$ cat src/rtl/if_pkg.sv
// Shared types for the instruction-fetch stage: entry layout, FSM states and the NOP encoding.
package if_pkg;
  localparam int unsigned IF_N   = 32;
  localparam logic [31:0] IF_NOP = 32'hF000_0000;

  typedef enum logic [1:0] {FETCH, WAIT, DRAIN} if_state_t;

  typedef struct packed {
    logic [IF_N-1:0] pc;
    logic [31:0]     instr;
  } if_entry_t;
endpackage

$ cat src/rtl/if_fetch_queue.sv
// Two-entry FIFO of fetched instructions; slot0 is always the head, clear beats push.
module if_fetch_queue
  import if_pkg::*;
(
  input  logic      clk,
  input  logic      rst,
  input  logic      push,
  input  logic      pop,
  input  logic      clear,
  input  if_entry_t din,
  output if_entry_t head,
  output logic [1:0] count,
  output logic      full,
  output logic      empty
);
  if_entry_t  slot0, slot1;
  logic [1:0] cnt;
  logic       pop_ok, push_ok;

  assign pop_ok  = pop && (cnt != 2'd0);
  assign push_ok = push && ((cnt != 2'd2) || pop_ok);

  always_ff @(posedge clk or posedge rst) begin
    if (rst) begin
      slot0 <= '0;
      slot1 <= '0;
      cnt   <= 2'd0;
    end else if (clear) begin
      cnt <= 2'd0;
    end else begin
      case ({push_ok, pop_ok})
        2'b10: begin
          if (cnt == 2'd0) slot0 <= din;
          else             slot1 <= din;
          cnt <= cnt + 2'd1;
        end
        2'b01: begin
          slot0 <= slot1;
          cnt   <= cnt - 2'd1;
        end
        2'b11: begin
          // Simultaneous push/pop keeps the count; new entry lands behind the survivor.
          if (cnt == 2'd1) slot0 <= din;
          else begin
            slot0 <= slot1;
            slot1 <= din;
          end
        end
        default: ;
      endcase
    end
  end

  assign head  = slot0;
  assign count = cnt;
  assign full  = (cnt == 2'd2);
  assign empty = (cnt == 2'd0);
endmodule

$ cat src/rtl/stage_if.sv
// Instruction-fetch stage: PC, one-outstanding imem request FSM, 2-entry buffer, redirects.
// Optional perf counters enabled by defining IF_PERF_CNT_EN.
module stage_if
  import if_pkg::*;
#(
  parameter int unsigned  N        = IF_N,
  parameter logic [N-1:0] RESET_PC = '0
) (
  input  logic         CLK,
  input  logic         RST,
  input  logic         stall_i,
  input  logic         branch_taken_i,
  input  logic [N-1:0] branch_target_i,
  output logic         imem_req_o,
  output logic [N-1:0] imem_addr_o,
  input  logic         imem_rvalid_i,
  input  logic [31:0]  imem_rdata_i,
  output logic [31:0]  instruction_o,
  output logic [N-1:0] pc_o,
  output logic [N-1:0] pc_plus4_o,
  output logic         valid_o,
  output logic [31:0]  perf_fetch_o,
  output logic [31:0]  perf_stall_o
);
  if_state_t  state, state_d;
  logic [N-1:0] pc, pc_d, req_pc, addr_q, target;
  logic       req_q, issue, push, pop;
  if_entry_t  head, din;
  logic [1:0] count;
  logic       full, empty, unused_full;

  assign target      = {branch_target_i[N-1:2], 2'b00};
  assign valid_o     = !empty;
  assign pop         = valid_o && !stall_i && !branch_taken_i;
  assign din         = '{pc: req_pc, instr: imem_rdata_i};
  assign unused_full = full;

  always_comb begin
    state_d = state;
    issue   = 1'b0;
    push    = 1'b0;
    case (state)
      FETCH: if (!branch_taken_i && count != 2'd2) begin
        issue   = 1'b1;
        state_d = WAIT;
      end
      WAIT: begin
        // A redirect racing the response drops it; without a response we must drain it later.
        if (imem_rvalid_i) begin
          push    = !branch_taken_i;
          state_d = FETCH;
        end else if (branch_taken_i) begin
          state_d = DRAIN;
        end
      end
      DRAIN: if (imem_rvalid_i) state_d = FETCH;
      default: state_d = FETCH;
    endcase
    pc_d = branch_taken_i ? target : (issue ? pc + N'(4) : pc);
  end

  always_ff @(posedge CLK or posedge RST) begin
    if (RST) begin
      state  <= FETCH;
      pc     <= RESET_PC;
      req_pc <= '0;
      req_q  <= 1'b0;
      addr_q <= '0;
    end else begin
      state <= state_d;
      pc    <= pc_d;
      req_q <= issue;
      if (issue) begin
        req_pc <= pc;
        addr_q <= pc;
      end
    end
  end

  if_fetch_queue u_queue (
    .clk   (CLK),
    .rst   (RST),
    .push  (push),
    .pop   (pop),
    .clear (branch_taken_i),
    .din   (din),
    .head  (head),
    .count (count),
    .full  (full),
    .empty (empty)
  );

  assign imem_req_o    = req_q;
  assign imem_addr_o   = addr_q;
  assign instruction_o = valid_o ? head.instr : IF_NOP;
  assign pc_o          = valid_o ? head.pc : '0;
  assign pc_plus4_o    = pc_o + N'(4);

`ifdef IF_PERF_CNT_EN
  logic [31:0] perf_fetch, perf_stall;

  always_ff @(posedge CLK or posedge RST) begin
    if (RST) begin
      perf_fetch <= '0;
      perf_stall <= '0;
    end else begin
      if (pop && perf_fetch != 32'hFFFF_FFFF)                 perf_fetch <= perf_fetch + 32'd1;
      if (valid_o && stall_i && perf_stall != 32'hFFFF_FFFF) perf_stall <= perf_stall + 32'd1;
    end
  end

  assign perf_fetch_o = perf_fetch;
  assign perf_stall_o = perf_stall;
`else
  assign perf_fetch_o = '0;
  assign perf_stall_o = '0;
`endif
endmodule
$ cat config.mk
export PLATFORM = sky130hd
export DESIGN_NAME = stage_if
export DESIGN_NICKNAME = d
export VERILOG_FILES = /design/src/rtl/if_pkg.sv /design/src/rtl/if_fetch_queue.sv /design/src/rtl/stage_if.sv
export SDC_FILE = /design/constraint.sdc
export NUM_CORES = 1
export LEC_CHECK = 0
export CAP_MARGIN = 25
export CORE_ASPECT_RATIO = 0.7
export CORE_UTILIZATION = 45
export DETAILED_ROUTE_END_ITERATION = 10
export PLACE_DENSITY = 0.77
export REMOVE_ABC_BUFFERS = 1
export SLEW_MARGIN = 20
export SYNTH_ARGS = -nofsm -noshare
export SYNTH_HDL_FRONTEND = slang
export SYNTH_HIERARCHICAL = 1
export SYNTH_SLANG_ARGS = --single-unit
$ cat constraint.sdc
create_clock -name CLK -period 4.8 [get_ports CLK]
set_clock_uncertainty 0.2 [all_clocks]
set_input_delay 1.44 -clock CLK [delete_from_list [all_inputs] [get_ports CLK]]
set_output_delay 1.44 -clock CLK [all_outputs]
set_load 0.02 [all_outputs]
======== After elaboration in Yosys (flattened, before gate mapping) ========
Index checks and enable logic that the tools add are counted.
word-level totals
  register bits ........................... 197
  bits of input ports ..................... 69
  output and inout bits ................... 194
  word-level logic and storage cells ...... 67
operators by class
  add/subtract/negate cells ............... 4
  equality and inequality tests ........... 13
  mux-type cells .......................... 21
  bitwise operators ....................... 1
  reductions and logical operators ........ 19
operator list
  operator               count
  $mux 64                4
  $pmux 64 s3            1
  $mux 32                4
  $pmux 64 s2            1
  $add 32x3->32 const B  2
  $ne 2x2->1 const B     6
  $mux 2                 5
  $eq 2x1->1 const B     3
  $eq 2x2->1 const B     3
  $pmux 2 s3             1
  $reduce_and 3->1       2
  $reduce_bool 2->1      3
  $reduce_bool 3->1      2
  $logic_and 1x1->1      5
  $logic_not 2->1        2
  $mux 1                 4
  $pmux 2 s2             1
  $reduce_and 4->1       1
  $logic_not 1->1        3
  $ne 3x3->1 const B     1
  $add 2x1->2 const B    1
  $sub 2x1->2 const B    1
  $logic_or 1x1->1       1
  $not 1->1              1

======== Longest topological paths before layout ========
Gate-level depths: netlist of run 1.
  depth in word-level cells ............... 10
  depth in mapped cells ................... 13
  gate-level depth less buffers ........... 10

======== Cells and area by module ========
The synthesis of run 1 kept the hierarchy.
modules (own cells, without submodules)
  module          times used  cells an instance  area each (sq um)  seq. area each (sq um)
  if_fetch_queue  1           437                5575.3             3253.1
  stage_if        1           549                4773.3             1576.5

======== Worst setup path before layout of run 1 ========
OpenSTA, ideal clock, no wires.
  path type ............................... flip-flop to output port
  start ................................... register u_queue.cnt[0] (netlist: u_queue/count[0])
  end ..................................... output port pc_plus4_o[22]
  data arrival time ....................... 3.204 ns
  data required time ...................... 3.160 ns
  setup slack ............................. -0.044 ns
  cell stages (with the launch flop) ...... 14
  buffers on the path ..................... 3
  cells stage by stage .................... dfrtp_1 > inv_1 > ha_1 > buf_6 > clkbuf_1 > inv_1 > nand2_1 > inv_1 > ha_1 > nand4_1 > or4_1 > buf_2 > nor4_1 > xor2_1
between the ends
  word-level cells in the longest chain between the ends .. 3
ends and longest elaborated chain
  item                      line                  text
  start: declaration        if_fetch_queue.sv:17  logic [1:0] cnt;
  start signal: assignment  if_fetch_queue.sv:35  cnt <= cnt + 2'd1;
  start signal: assignment  if_fetch_queue.sv:39  cnt <= cnt - 2'd1;
  $logic_not 2->1           if_fetch_queue.sv:57  assign empty = (cnt == 2'd0);
  via empty                 stage_if.sv:30        logic full, empty, unused_full;
  $mux 32                   stage_if.sv:96        assign pc_o = valid_o ? head.pc : '0;
  via pc_o[2]               stage_if.sv:19        output logic [N-1:0] pc_o,
  $add 32x3->32             stage_if.sv:97        assign pc_plus4_o = pc_o + N'(4);
  end: declaration          stage_if.sv:20        output logic [N-1:0] pc_plus4_o,
The timed path passes the listed nets, and every way through them passes these cells.

======== Worst setup path after layout of run 1 ========
  start ................................... register u_queue.cnt[0] (netlist: u_queue/count[0])
  end ..................................... output port pc_plus4_o[29]
between the ends
  word-level cells in the longest chain between the ends .. 3
ends and longest elaborated chain
  item             line
  $logic_not 2->1  if_fetch_queue.sv:57
  via empty        stage_if.sv:30
  $mux 32          stage_if.sv:96
  $add 32x3->32    stage_if.sv:97
The timed path passes the listed nets, and every way through them passes these cells.

==> impl_metrics.toml, run 1 <==
[finish]
drive_gt1_share_pct = 14.3
fill_cells = 1962
areaGrowthSynthToFinish_pct = 24.4
seq_area_um2 = 4830
num_antenna_cells = 0
final_area_um2 = 12900
stdcell_count = 1486
finish.utilization_pct = 56.9
final_nets = 1235
multi_input_area_um2 = 4910

[cts]
clock-sinks = 193
post-cts-setup-buffers = 0
clock_latency_ns = 0.43
root_buffer = "clkbuf_16"
cts_hold_buffers = 0
cts_max_path_buffers = 2
numCtsBuffers = 17
htree_levels = 4
clk_pin_slew_ns = 0.07
cts_tree = "yes"

[synthesis]
synth-adder-area-share_pct = 0.605
synth_area_per_cell_um2 = 10.5
ys_types = 54
muxShareOfSynthArea_pct = 16.9
seq_area_frac_synth_pct = 46.7
synth_simple_gate_area_share_pct = 17.1
synth_top_family_by_area = "simple AND/OR/NAND/NOR gates"
synth.most_common_cell = "dfrtp_1"
mappedNetlistArea_um2 = 10300
async_reset_ff_share_pct = 100
synth_compound_area_share_pct = 6.84
ys.flop_type = "dfrtp_1"
synth-seq-cells = 193
synth_top_cell_area_share_pct = 46.7
synth_area_leader_cell = "dfrtp_1"
synth_commonest_cells = "dfrtp_1 (193), nor2_1 (97), mux2_2 (91)"
synth.area.top_cells = "dfrtp_1 (47%), mux2_2 (9.9%), mux2i_1 (6.5%), buf_4 (5.2%), nor2b_1 (3.7%)"
syn_inst = 986
synth_edf_count = 0
synth_xor_area_share_pct = 2.79
yosysWarnings = 6

[drt]
first_pass_iters = 5
via_count = 7723
post_drt_wl_per_cell_um = 16.7
ant_nets = 0
route.detailed.drc = 0
routed_via_density = 5.20
routed_wl_um = 24800
drt-initial-drc-count = 506

[floorplanning]
ios = 263
die_y_um = 129
start_util_pct = 45.8
dieArea_um2 = 23600
rows = 46
coreArea_um2 = 22600
die_x_um = 183

[global_route]
grt_pass1_wl_um = 39200
grt_max_degree = 67
grt_antenna_before_repair = 0
grt_use_total_pct = 21.3
grt_overflow = 0
grt_pass1_vias = 7277

[timing]
min_period_over_period_pct = 97.2
period_needed_ns = 4.67
relSlewSlack_pct = 32.0
fmax_ghz = 0.214
finalSetupViolCount = 0
tightest_slew_ns = 1.01
whs_ns = 0.294
maxSlewViolCount = 0
setup_tns_ns = 0
hold_viol = 0

[run]
max_cap_viol_count = 0

[place]
dpl_cell_area_um2 = 12300
gp_routability_congestion = 0.812
io_buffers = 194
hpwl_um = 17800
dp.cells = 1453

[worst_setup_path]
path_class = "reg -> out"
path_buf_inv = 3
crit_family = "simple AND/OR/NAND/NOR gates"
crit_chain = "inv_1, ha_2, buf_4, nand4b_1, or4_4, nor4_2, xor2_1, clkdlybuf4s15_1"
cpPeakStageDelay_ns = 0.64
cp_max_fo = 29
end_kind = "output pin"
worstPathArrival_ns = 3.03
start_kind = "flip-flop"
worst_path_max_delay_cell = "or4_4"
required_ns = 3.16

[status]
status = "finished, final reports clean"

[pwr]
leakagePower_nw = 6.04
powerDensity_nw_per_um2 = 436
irDropWorstVdd_uv = 273

[min_path]
hold_path_class = "reg -> reg"
==> logic make-up after synthesis <==
| logic type | after synthesis |
|---|---|
| and+or+nand+nor | 329 |
| DFF | 193 |
| muxes | 163 |
| buffers and inverters | 140 |
| AOI/OAI and AO/OA | 122 |
| xor gates and xnor gates | 33 |
| adders and majority gates | 5 |
| other | 1 |
==> stage by stage <==
| step | worst slack, ns | total power [mW] |
|---|---|---|
| after floorplan | -2.84 | 3.51 |
| after global placement | 0.184 | 4.21 |
| after detailed placement | 0.0950 | 4.27 |
| after CTS | 0.00385 | 5.66 |
| after global routing | -0.00142 | 5.96 |
| final | 0.133 | 5.62 |
==> worst reg2reg max path: stages, from the launching register on <==
cell	delay, ns
dfrtp_1	0.39
inv_1	0.11
ha_2	0.24
buf_4	0.44
nor3_1	0.17
nand2b_1	0.29
a21o_4	0.49
buf_4	0.36
mux2i_1	0.23
a21oi_1	0.08
==> power breakdown <==
part / switching [mW] / internal (mW)
clock network: 0.643 / 0.743
registers: 0.424 / 2.11
logic: 0.854 / 0.841
==> placed cells by master, fill, tap and decap left out, types with 5 or more instances in the layout <==
cell type / count
dlygate4sd2_1: 10
a31oi_1: 10
nand3_1: 30
nand2_1: 37
mux2_1: 5
and2_1: 6
nor2b_1: 61
o31ai_1: 12
clkbuf_16: 17
mux2_2: 91
inv_1: 13
conb_1: 70
nor2_1: 96
o311ai_0: 7
or4_1: 6
xor2_1: 27
o21ai_0: 15
a21oi_1: 67
xnor2_1: 6
buf_4: 14
nor3_1: 13
and4_1: 7
dfrtp_1: 193
clkdlybuf4s50_1: 175
nor4_2: 7
nand4_1: 25
or2_2: 7
mux2i_1: 67
==> state kept, by name, summed over array words and instances, names as in the netlist <==
register       count
imem_addr_o       30
imem_req_o         1
pc                30
state              2
u_queue/count      2
u_queue/head      64
u_queue/slot1     64
==> routing by layer <==
metal / track usage, % / wire length (um) / vias up
li1: - / - / 3682
met1: 30.9 / 11700 / 3725
met5: 0 / 0 / -
met3: 4.02 / 1680 / 19
met4: 5.78 / 242 / 0
met2: 32.6 / 11200 / 297
==> final cells by class <==
cell class              count  share of cell area, %
inverters                  15                  0.457
clock inverters            12                  0.972
clock buffers              20                   3.47
well taps                 312                   3.03
repair buffers            212                   16.4
flip-flops and latches    193                   37.5
multi-input cells         722                   38.2
==> what timing repair did <==
action,4_1_cts,5_1_grt
setup endpoints to repair,17,14
pin swaps,0,1
resized for setup,19,13
==> path summary, 6_finish.rpt <==
check                      slack [ns]                end  cells past startpoint             start
max in group asynchronous        2.32  u_queue/slot1[18]                      3               RST
setup reg to reg                 1.66   u_queue/head[13]                      9  u_queue/count[0]
hold / removal                   0.29   u_queue/slot1[3]                      1  u_queue/slot1[3]
hold reg to reg                  0.29   u_queue/slot1[3]                      1  u_queue/slot1[3]
min in group asynchronous        1.20              pc[7]                      2               RST
setup / recovery                 0.13     pc_plus4_o[29]                      8  u_queue/count[0]
Note: power is estimated with default switching activity, not from simulation.
==> run 2: changes to the inputs <==
Settings changed: DONT_BUFFER_PORTS from default to 1, PLACE_DENSITY 0.77 to default.
==> run 2 against run 1 <==
Global-route usage shrank 0.36 points. Total power down 6.0%. Wire length decreased by 3.2%. Core utilization is 7.4 points lower. Register-to-register slack got worse by 0.41 ns. Largest cell class unchanged. Final area fell by 13%. Maximum frequency is 0.83% lower. Sequential power increased by 5%. Critical endpoint is now pc_plus4_o[24]. Combinational power is 28% lower. First-iteration DRC count decreased by 17%. Sequential cell count unchanged. Critical path type unchanged. Hold slack about the same.
==> impl_metrics.toml, run 2 (synthesis results as in run 1) <==
[status]
status = "finished, final reports clean"

[worst_setup_path]
end_kind = "output pin"
worst_path_max_delay_cell = "or4_4"
start_kind = "flip-flop"
crit_chain = "inv_1, ha_4, inv_1, nand2_1, inv_1, ha_2, nand4_1, or4_4, nor3_1, xor2_1, buf_4"
crit_family = "simple AND/OR/NAND/NOR gates"
worstPathArrival_ns = 3.07
required_ns = 3.16
path_class = "reg -> out"
cp_max_fo = 14
r2r_slack_ns = 1.25
cpPeakStageDelay_ns = 0.68
path_buf_inv = 4
cp_common_cell = "inv_1"

[drt]
drt-initial-drc-count = 422
via_count = 7044
routed_via_density = 5.33
routed_wl_um = 24000
ant_nets = 0
route.detailed.drc = 0
post_drt_wl_per_cell_um = 18.2
first_pass_iters = 5

[cts]
clk_pin_slew_ns = 0.07
clock_latency_ns = 0.44
cts_max_path_buffers = 2
htree_levels = 4
numCtsBuffers = 17
clock-sinks = 193
cts_hold_buffers = 0
cts_tree = "yes"
root_buffer = "clkbuf_16"

[global_route]
grt_antenna_before_repair = 0
grt_pass1_wl_um = 37900
grt_use_total_pct = 20.9
grt_max_degree = 129
grt_pass1_vias = 6613
grt_overflow = 0

[floorplanning]
ios = 263
die_x_um = 183
dieArea_um2 = 23600
start_util_pct = 45.8
coreArea_um2 = 22600
rows = 46
die_y_um = 129

[finish]
seq_area_um2 = 4830
areaGrowthSynthToFinish_pct = 8.22
multi_input_area_um2 = 4910
final_nets = 1071
final_common_cell = "dfrtp_1"
stdcell_count = 1321
num_antenna_cells = 0
fill_cells = 2149
most-common-layout-cells = "dfrtp_1 (192), nor2_1 (96), mux2_2 (91), conb_1 (70)"
drive_gt1_share_pct = 19.3
final_area_um2 = 11200

[timing]
setup_tns_ns = 0
rsz0062_at_grt = "true"
min_period_over_period_pct = 98.0
fmax_ghz = 0.213
relSlewSlack_pct = 43.4
finalSetupViolCount = 0
tightest_slew_ns = 0.847
period_needed_ns = 4.71
hold_viol = 0
maxSlewViolCount = 0

[pwr]
p_clk_share_pct = 26.7
seqPwrFrac_pct = 50.2
finalPower_mw = 5.28
leakagePower_nw = 5.40
swShare_pct = 35.9
internal-power_mw = 3.38
powerDensity_nw_per_um2 = 471
irDropWorstVdd_uv = 265
p_switching_mw = 1.89
combPwrFrac_pct = 23.1

[place]
io_buffers = 0
hpwl_um = 16700
dpl_cell_area_um2 = 10500
dp.cells = 1286
gp_routability_congestion = 0.812

[run]
max_cap_viol_count = 0

[min_path]
hold_path_class = "reg -> reg"
## run 2: changes by cell type in the layout (fill, tap and decap cells not counted), sizes merged
cell / change
clkinvlp: -1
dlymetal6s2s: -3
buf: +29
dlygate4sd2: -10
clkbuf: -4
inv: +1
clkdlybuf4s15: -4
clkinv: +2
clkdlybuf4s50: -175
## run 2: worst register-to-register path: stages (launching register included)
cell      delay [ns]
dfrtp_1         0.40
inv_1           0.15
ha_4            0.26
buf_4           0.37
buf_4           0.36
nor3_1          0.14
nand2b_1        0.25
a21o_4          0.64
buf_12          0.30
mux2i_1         0.25
a21oi_1         0.09
## run 2: through the flow
stage	utilization, %	hold slack [ns]	setup slack, ns
6_report	49.5	0.294	0.0942
5_1_grt	49.5	0.306	-0.0373
4_1_cts	49.2	0.297	0.0209
3_5_place_dp	46.6	0.281	0.263
3_3_place_gp	46.5	0.274	0.398
2_1_floorplan	-	0.264	-2.84
## run 2: worst paths after layout
kind / cells after the start / from / end
worst max-delay path: 11 / u_queue/count[0] / pc_plus4_o[24]
worst max register to register: 10 / u_queue/count[0] / u_queue/head[30]
worst min register to register: 1 / u_queue/slot1[1] / u_queue/slot1[1]
min in group asynchronous: 1 / RST / imem_addr_o[9]
worst min-delay path: 1 / u_queue/slot1[1] / u_queue/slot1[1]
max in group asynchronous: 2 / RST / u_queue/head[29]
## run 2: final cells by class
class	count	area share (%)
sequential	193	43.1
inverter	15	0.547
timing repair buffer	48	3.84
multi-input combinational	722	43.9
tap	312	3.49
clock buffer	17	3.80
clock inverter	14	1.33
## run 2: what timing repair did
item                                    CTS  global route
resized for setup                         4             4
cloned                                    0             0
pin swaps                                 0             2
setup buffers                             0             3
endpoints found under the setup margin    5             6
hold endpoints to repair                  0             0
## run 2: per-layer routing
layer / global-route usage [%] / routed length, um / up-vias
met5: 0 / 0 / -
met4: 5.88 / 276 / 0
met3: 6.59 / 1910 / 20
met2: 30.0 / 10300 / 209
met1: 30.2 / 11500 / 3471
li1: - / - / 3344
## run 2: power groups by stage
stage / registers (mW) / clock network [mW] / logic, mW
floorplan: 2.52 / 0 / 0.987
global placement: 2.67 / 0 / 1.19
detailed placement: 2.69 / 0 / 1.21
CTS: 2.66 / 1.46 / 1.23
global route: 2.74 / 1.52 / 1.36
finish: 2.65 / 1.41 / 1.22
==> run 3: changes to the inputs <==
Settings changed: CORE_MARGIN from default to 5.
==> run 3 against run 2 <==
Non-clock buffer count shrank 2. Sequential share of layout area grew 0.14 points. Critical endpoint is now pc_plus4_o[20]. Die area is 11% higher. Maximum frequency rose by 1.0%. Core utilization is 0.16 points lower.
==> impl_metrics.toml, run 3 (synthesis results as in run 1) <==
[cts]
clock_latency_ns = 0.44
clk_pin_slew_ns = 0.08
cts_max_path_buffers = 2
cts_tree = "yes"
htree_levels = 4
clock-sinks = 193
numCtsBuffers = 17
root_buffer = "clkbuf_16"

[pwr]
finalPower_mw = 5.25
powerDensity_nw_per_um2 = 470
leakagePower_nw = 5.36
irDropWorstVdd_uv = 289

[timing]
min_period_over_period_pct = 97.0
rsz0062_at_grt = "true"
finalSetupViolCount = 0
fin_ws_ns = 0.143
fmax_ghz = 0.215
relSlewSlack_pct = 40.6
maxSlewViolCount = 0
hold_viol = 0
tightest_slew_ns = 0.889
period_needed_ns = 4.66

[floorplanning]
die_x_um = 191
coreArea_um2 = 22600
dieArea_um2 = 26200
start_util_pct = 45.8
rows = 46
ios = 263
die_y_um = 137

[place]
hpwl_um = 17700
io_buffers = 0
dp_slack_ns = 0.313
dp.cells = 1286
dpl_cell_area_um2 = 10500
gp_routability_congestion = 0.822

[worst_setup_path]
start_kind = "flip-flop"
worstPathArrival_ns = 3.02
path_class = "reg -> out"
cp_max_fo = 12
end_kind = "output pin"
required_ns = 3.16

[global_route]
grt_use_total_pct = 18.8
grt_pass1_wl_um = 38600
grt_overflow = 0
grt_pass1_vias = 6874
grt_antenna_before_repair = 0
grt_max_degree = 129

[finish]
drive_gt1_share_pct = 19.4
most-common-layout-cells = "dfrtp_1 (192), nor2_1 (96), mux2_2 (91), conb_1 (70)"
areaGrowthSynthToFinish_pct = 7.87
final_nets = 1069
num_antenna_cells = 0
stdcell_count = 1320
finish.utilization_pct = 49.4
final_common_cell = "dfrtp_1"
final_area_um2 = 11200

[drt]
post_drt_wl_per_cell_um = 18.9
routed_wl_um = 24900
route.detailed.drc = 0
drt-initial-drc-count = 281
routed_via_density = 5.34
first_pass_iters = 4
via_count = 7043
ant_nets = 0

[min_path]
hold_path_class = "reg -> reg"

[run]
max_cap_viol_count = 0

[status]
status = "finished, final reports clean"
run 3: metrics by stage:
step	TNS, ns	hold slack [ns]
finish	0	0.296
global placement	0	0.273
floorplan	-228.92	0.264
global route	-0.0836	0.311
CTS	0	0.302
detailed placement	0	0.282
run 3: layout make-up:
cell class                      instances  area [um2]
Fill cell                            2123       11500
Clock inverter                         13         118
Inverter                               15        61.3
Clock buffer                           19         443
Multi-Input combinational cell        722        4920
Tap cell                              312         390
Sequential cell                       193        4830
Timing Repair Buffer                   46         395
run 3: routing by layer:
| layer | GRT usage [%] | wire (um) |
|---|---|---|
| met1 | 26.7 | 11600 |
| met2 | 28.2 | 11200 |
| met3 | 6.07 | 1920 |
| met4 | 4.59 | 202 |
| met5 | 0 | 0 |
run 3: critical path, stage by stage (launching register included):
cell	delay, ns
dfrtp_2	0.41
inv_1	0.09
ha_4	0.21
inv_1	0.08
nand2_1	0.08
inv_2	0.09
ha_4	0.16
nand4_1	0.10
or4_4	0.67
nor3_2	0.32
xor2_1	0.19
buf_4	0.17
run 3: power breakdown:
group          switching, mW  leakage, nW  internal, mW
clock                  0.683        0.260         0.697
sequential             0.549         2.35          2.11
combinational          0.667         2.76         0.546
total                   1.90         5.36          3.35
run 3: worst paths after layout:
check	start	endpoint	slack, ns	depth (start not counted)
hold / removal	u_queue/slot1[4]	u_queue/slot1[4]	0.30	1
max in group asynchronous	RST	imem_addr_o[30]	2.69	2
setup / recovery	u_queue/count[1]	pc_plus4_o[20]	0.14	11
min in group asynchronous	RST	u_queue/slot1[34]	0.74	1
setup reg to reg	u_queue/count[1]	u_queue/head[38]	1.68	9
hold reg to reg	u_queue/slot1[4]	u_queue/slot1[4]	0.30	1
run 3: repair_timing:
action                     in CTS  in global routing
pin swaps                       0                  2
resized for setup               3                  9
buffers inserted                0                  2
hold buffers                    0                  0
setup endpoints to repair       3                  7
cloned                          0                  0
